$ cat src/rtl/voice_allocator_pkg.sv
// ============================================================================
// Module   : voice_allocator_pkg
// Purpose  : Shared music definitions for the allocator and sample generator.
// Revision : 1.0 - initial release
// ============================================================================
`default_nettype none

package voice_allocator_pkg;

  localparam int NOTE_W             = 6;
  localparam int DUR_W              = 6;
  localparam int DEFAULT_NUM_VOICES = 4;
  localparam int DEFAULT_AGE_W      = 4;

  localparam logic [NOTE_W-1:0] REST_NOTE = '0;

endpackage

`default_nettype wire

$ cat src/rtl/voice_allocator_voice_select.sv
// ============================================================================
// Module   : voice_select
// Purpose  : Picks the lowest free voice, else the oldest (lowest index on ties).
// Revision : 1.0 - initial release
// ============================================================================
`default_nettype none

module voice_select
  import voice_allocator_pkg::*;
#(
  parameter int NUM_VOICES = DEFAULT_NUM_VOICES,
  parameter int AGE_W      = DEFAULT_AGE_W,
  parameter int IDX_W      = $clog2(NUM_VOICES)
) (
  input  logic [NUM_VOICES-1:0]       busy_mask,
  input  logic [NUM_VOICES*AGE_W-1:0] age_vec,
  output logic [IDX_W-1:0]            sel_idx,
  output logic                        any_free
);

  logic [IDX_W-1:0] w_free_idx;
  logic [IDX_W-1:0] w_old_idx;
  logic [AGE_W-1:0] w_old_age;
  logic             w_found;

  always_comb begin
    any_free   = ~&busy_mask;
    w_free_idx = '0;
    w_found    = 1'b0;
    for (int i = 0; i < NUM_VOICES; i++) begin
      if (!busy_mask[i] && !w_found) begin
        w_found    = 1'b1;
        w_free_idx = IDX_W'(i);
      end
    end

    // Strict compare keeps the lowest index when ages tie.
    w_old_idx = '0;
    w_old_age = age_vec[AGE_W-1:0];
    for (int i = 1; i < NUM_VOICES; i++) begin
      if (age_vec[i*AGE_W +: AGE_W] > w_old_age) begin
        w_old_age = age_vec[i*AGE_W +: AGE_W];
        w_old_idx = IDX_W'(i);
      end
    end

    sel_idx = any_free ? w_free_idx : w_old_idx;
  end

endmodule

`default_nettype wire

$ cat src/rtl/voice_allocator.sv
// ============================================================================
// Module   : voice_allocator
// Purpose  : Steers song notes onto a pool of note players, stealing when full.
// Revision : 1.0 - initial release
// ============================================================================
`default_nettype none

module voice_allocator
  import voice_allocator_pkg::*;
#(
  parameter int NUM_VOICES  = DEFAULT_NUM_VOICES,
  parameter int NOTE_W      = voice_allocator_pkg::NOTE_W,
  parameter int DUR_W       = voice_allocator_pkg::DUR_W,
  parameter int AGE_W       = DEFAULT_AGE_W,
  parameter bit ALLOW_STEAL = 1'b1,
  parameter int CNT_W       = $clog2(NUM_VOICES + 1)
) (
  input  logic                  clk,
  input  logic                  reset,
  input  logic                  play_enable,
  input  logic                  flush,
  input  logic                  beat,
  input  logic                  load_valid,
  output logic                  load_ready,
  input  logic [NOTE_W-1:0]     note_in,
  input  logic [DUR_W-1:0]      dur_in,
  input  logic [NUM_VOICES-1:0] voice_done,
  output logic [NUM_VOICES-1:0] voice_load,
  output logic [NOTE_W-1:0]     voice_note,
  output logic [DUR_W-1:0]      voice_duration,
  output logic [NUM_VOICES-1:0] busy_mask,
  output logic [CNT_W-1:0]      active_count,
  output logic                  steal
);

  localparam int IDX_W = $clog2(NUM_VOICES);

  logic [NUM_VOICES-1:0]       r_busy;
  logic [AGE_W-1:0]            r_age [NUM_VOICES];
  logic [NUM_VOICES*AGE_W-1:0] w_age_vec;
  logic [NUM_VOICES-1:0]       r_voice_load;
  logic [NOTE_W-1:0]           r_voice_note;
  logic [DUR_W-1:0]            r_voice_dur;
  logic                        r_steal;
  logic [IDX_W-1:0]            w_sel_idx;
  logic                        w_any_free;
  logic                        w_accept;
  logic                        w_alloc;
  logic [CNT_W-1:0]            w_count;

  for (genvar k = 0; k < NUM_VOICES; k++) begin : g_age_pack
    assign w_age_vec[k*AGE_W +: AGE_W] = r_age[k];
  end

  voice_select #(
    .NUM_VOICES (NUM_VOICES),
    .AGE_W      (AGE_W),
    .IDX_W      (IDX_W)
  ) u_voice_select (
    .busy_mask (r_busy),
    .age_vec   (w_age_vec),
    .sel_idx   (w_sel_idx),
    .any_free  (w_any_free)
  );

  assign load_ready = play_enable & ~flush & (w_any_free | ALLOW_STEAL);
  assign w_accept   = load_valid & load_ready;
  // Rests are consumed from the song stream but never occupy a voice.
  assign w_alloc    = w_accept & (note_in != NOTE_W'(REST_NOTE));

  always_ff @(posedge clk or posedge reset) begin
    if (reset) begin
      r_busy <= '0;
      for (int k = 0; k < NUM_VOICES; k++) r_age[k] <= '0;
    end else if (flush) begin
      r_busy <= '0;
      for (int k = 0; k < NUM_VOICES; k++) r_age[k] <= '0;
    end else begin
      for (int k = 0; k < NUM_VOICES; k++) begin
        if (w_alloc && (w_sel_idx == IDX_W'(k))) begin
          r_busy[k] <= 1'b1;
          r_age[k]  <= '0;
        end else if (voice_done[k]) begin
          r_busy[k] <= 1'b0;
          r_age[k]  <= '0;
        end else if (beat && play_enable && r_busy[k] && (r_age[k] != '1)) begin
          r_age[k]  <= r_age[k] + AGE_W'(1);
        end
      end
    end
  end

  always_ff @(posedge clk or posedge reset) begin
    if (reset) begin
      r_voice_load <= '0;
      r_voice_note <= '0;
      r_voice_dur  <= '0;
      r_steal      <= 1'b0;
    end else if (flush) begin
      r_voice_load <= '0;
      r_steal      <= 1'b0;
    end else begin
      r_voice_load <= w_alloc ? (NUM_VOICES'(1) << w_sel_idx) : '0;
      r_steal      <= w_alloc & ~w_any_free;
      if (w_alloc) begin
        r_voice_note <= note_in;
        r_voice_dur  <= dur_in;
      end
    end
  end

  always_comb begin
    w_count = '0;
    for (int i = 0; i < NUM_VOICES; i++) w_count = w_count + CNT_W'(r_busy[i]);
  end

  assign voice_load     = r_voice_load;
  assign voice_note     = r_voice_note;
  assign voice_duration = r_voice_dur;
  assign steal          = r_steal;
  assign busy_mask      = r_busy;
  assign active_count   = w_count;

endmodule

`default_nettype wire

$ cat config.mk
export PLATFORM = sky130hd
export DESIGN_NAME = voice_allocator
export DESIGN_NICKNAME = d
export VERILOG_FILES = /design/src/rtl/voice_allocator_pkg.sv /design/src/rtl/voice_allocator_voice_select.sv /design/src/rtl/voice_allocator.sv
export SDC_FILE = /design/constraint.sdc
export NUM_CORES = 1
export LEC_CHECK = 0
export CELL_PAD_IN_SITES_DETAIL_PLACEMENT = 1
export CELL_PAD_IN_SITES_GLOBAL_PLACEMENT = 2
export CORE_MARGIN = 10
export CORE_UTILIZATION = 30
export DETAILED_ROUTE_END_ITERATION = 6
export PLACE_DENSITY_LB_ADDON = 0.08
export RECOVER_POWER = 50
export SLEW_MARGIN = 20
export SYNTH_ARGS = -nofsm -noshare
export SYNTH_HDL_FRONTEND = slang
export SYNTH_HIERARCHICAL = 1
export SYNTH_SLANG_ARGS = --single-unit
$ cat constraint.sdc
create_clock -name clk -period 13.52 [get_ports clk]
set_clock_uncertainty 0.05 [all_clocks]
set_input_delay 1.352 -clock clk [delete_from_list [all_inputs] [get_ports clk]]
set_output_delay 1.352 -clock clk [all_outputs]
set_load 0.02 [all_outputs]
==> impl_metrics.toml <==
[run_status]
status = "complete, but fails checks"
violations = "capacitance limit, slew limit"

[drt]
via_per_inst = 5.31
ant_nets = 0
wl_per_cell_um = 18.0
drc = 0
vias = 1975
wl_mm = 6.70
drt_iter0_drc = 101
drtPass1Iterations = 4

[sta]
maxSlewHeadroom_pct = -41.9
fin_ws_ns = 8.51
min_period_ns = 5.01
setup_viol = 0
rsz0062_at_grt = "no"
hold_violations = 0
slew_viol_final = 38
fmax_mhz = 200
fin_crit_sh_pct = 37.0
tightest_slew_ns = 2.13
finalSetupTns_ns = 0

[synth]
synth_area_leader_cell = "dfrtp_1"
synth.top_cell.area_share_pct = 40.5
syn_nets = 261
synthTopCellsByArea = "dfrtp_1 41%, ha_1 9.9%, mux2_1 3.9%, inv_1 3.3%, a211oi_1 3.0%"
netlist_area_sq_um = 2280
ys_warn_count = 6
ys_seq_area_share_pct = 40.5
synth.distinct_cells = 42
synth_edf_count = 0
ys_seq_elements = 37
syn_area_per_cell_sq_um = 10.4
syn_inst = 220
async_reset_ff_share_pct = 100
ys.flop_type = "dfrtp_1"

[floorplan]
die_y_um = 107
dieArea_sq_um = 11500
core_sq_um = 7330
start_util_pct = 31.1
ios = 47
die_x_um = 107
rows = 31

[placement]
gp_congestion = 0.753
hpwl_mm = 5.18
pre_cts_ws_ns = 8.54
io_buffer_count = 46

[final_layout]
area_delta_synth_final_pct = 29.2
fillerInstances = 837
final_core_util_pct = 40.2
n_antenna_cell = 0
drive_gt1_share_pct = 8.06
nets = 314

[clock_network]
tritoncts = "yes"
clk_pin_slew_ns = 0.08
clockBufferDepth = 2
clockRootBuffer = "clkbuf_8"
cts_resized = 0
h-tree-depth = 2
cts_buffers = 5
clock_sinks = 37
post_cts_buffers = 0
worstSkewPairLatency_ns = 0.29
hold_buffers = 0

[worst_setup_path]
ff2ff_path_depth = 19
cp_slowest_cell = "a2111oi_2"
path_class = "reg -> reg"
critical_path.most_common_cell = "ha_1"
crit_path_start_kind = "flip-flop"
cp_data_required_time_ns = 13.59
end_kind = "flip-flop"
crit_fanout = 6
slowest_delay_ns = 0.67
crit_chain = "inv_1, ha_1, o21ai_1, nor2b_1, o21ai_1, and2_1, ha_1, nor2_1, a41oi_1, nand2_1, a31o_1, ha_1, nand3_1, o22ai_1, o22ai_1, o221ai_1, inv_1, a2111oi_2, a2111oi_0"
crit_arrival_ns = 5.08

[worst_hold_path]
hold_class = "reg -> reg"
hold_depth = 1

[power]
p_switching_uw = 68.8
p_int_uw = 177
powerDensity_nw_per_um2 = 83.2
p_sw_share_pct = 28.0
p_clk_share_pct = 31.0
combPwrFrac_pct = 19.5
ir_drop_mv = 0.0449
finalPower_uw = 245
sequentialPowerShare_pct = 49.5
p_leak_uw = 0.00122

[global_route]
grt_pass1_wl_mm = 11.2
grt-ovfl-total = 0
grt_start_max_net_pins = 38
grt_usage_pct = 12.1
antenna_found_initial = 0
grt_pass1_vias = 2196

[job]
maxCapViolations = 1
## kinds of logic after synthesis
logic type / Yosys count / share of synthesized area, %
AND/OR/NAND/NOR: 73 / 19.9
buffers and inverters: 22 / 3.73
adder cells (fa/ha/maj): 19 / 10.7
flip-flops: 37 / 40.5
multiplexers: 11 / 5.42
AO/OA/AOI/OAI: 58 / 19.7
## flip-flops by register name (all words and copies together), names as in the netlist
signal,cells
r_age,16
voice_duration,6
voice_note,6
busy_mask,4
voice_load,4
steal,1
## per-layer routing
metal	wire length [um]	global-route usage (%)	vias to the layer above
met3	362	3.71	6
met4	51	3.38	0
met1	3220	15.9	977
met5	0	0	-
met2	3070	18.8	39
li1	-	-	953
## cell type report
class | instances | area (sq um) | area share [%]
Clock buffer | 6 | 72.6 | 2.46
Tap cell | 99 | 124 | 4.20
Clock inverter | 1 | 8.76 | 0.297
Sequential cell | 37 | 926 | 31.4
Inverter | 20 | 75.1 | 2.54
Timing Repair Buffer | 48 | 472 | 16.0
Multi-Input combinational cell | 161 | 1270 | 43.1
## placed cells by master, fill, tap and decap left out, drive strengths merged, types with 5 or more instances in the layout
master / netlist / final
inv: 20 / 20
nand3b: 6 / 6
nor3: 7 / 7
nand2: 6 / 6
mux2: 11 / 11
ha: 18 / 18
a211oi: 9 / 9
nor4: 6 / 6
and3: 8 / 8
o21ai: 15 / 15
clkdlybuf4s50: 0 / 33
dlygate4sd3: 0 / 13
a21oi: 6 / 6
dfrtp: 37 / 37
a2111oi: 7 / 7
nand3: 13 / 13
a41oi: 5 / 5
clkbuf: 0 / 7
## path summary, 6_finish.rpt
| check | slack (ns) | endpoint | from |
|---|---|---|---|
| worst min register to register | 0.44 | voice_duration[2] | voice_duration[2] |
| worst max register to register | 8.51 | r_age[11] | r_age[14] |
| max in group asynchronous | 9.96 | busy_mask[1] | reset |
| min in group asynchronous | 2.21 | voice_duration[3] | reset |
| worst min-delay path | 0.44 | voice_duration[2] | voice_duration[2] |
| worst max-delay path | 8.51 | r_age[11] | r_age[14] |
## power groups by stage
| stage | sequential, uW | clock, uW | combinational (uW) |
|---|---|---|---|
| after floorplan | 133 | 0 | 13.6 |
| after global placement | 124 | 0 | 50.7 |
| after detailed placement | 124 | 0 | 50.9 |
| after CTS | 122 | 79.8 | 51.2 |
| after global routing | 123 | 84.3 | 51.9 |
| final | 121 | 76.0 | 47.9 |
## Yosys cell counts (all sizes together) (4+ instances only)
cell,number
or2,4
o21ai,15
and3,8
nand3b,6
nand2,6
a211oi,9
a21oi,6
a2111oi,7
nand3,13
nor4,6
ha,18
nor3,7
dfrtp,37
and2,4
nor2b,4
mux2,11
inv,20
or3,4
a41oi,5
## stage by stage
| step | cell area (sq um) | hold slack (ns) | cells |
|---|---|---|---|
| after detailed placement | 2870 | 0.428 | 365 |
| after floorplan | 2280 | 0.450 | 220 |
| after global placement | 2870 | 0.419 | 365 |
| final | 2950 | 0.436 | 372 |
| after global routing | 2950 | 0.460 | 372 |
| after CTS | 2950 | 0.449 | 372 |
## worst max-delay path: cells and delay by family (launching register included)
family          cells  cell delay (ns)
fa+ha+maj           3             0.92
simple gates        5             0.89
compound gates      9             2.31
flops               1             0.46
buf+inv             2             0.22
(Power assumes the default switching activity.)
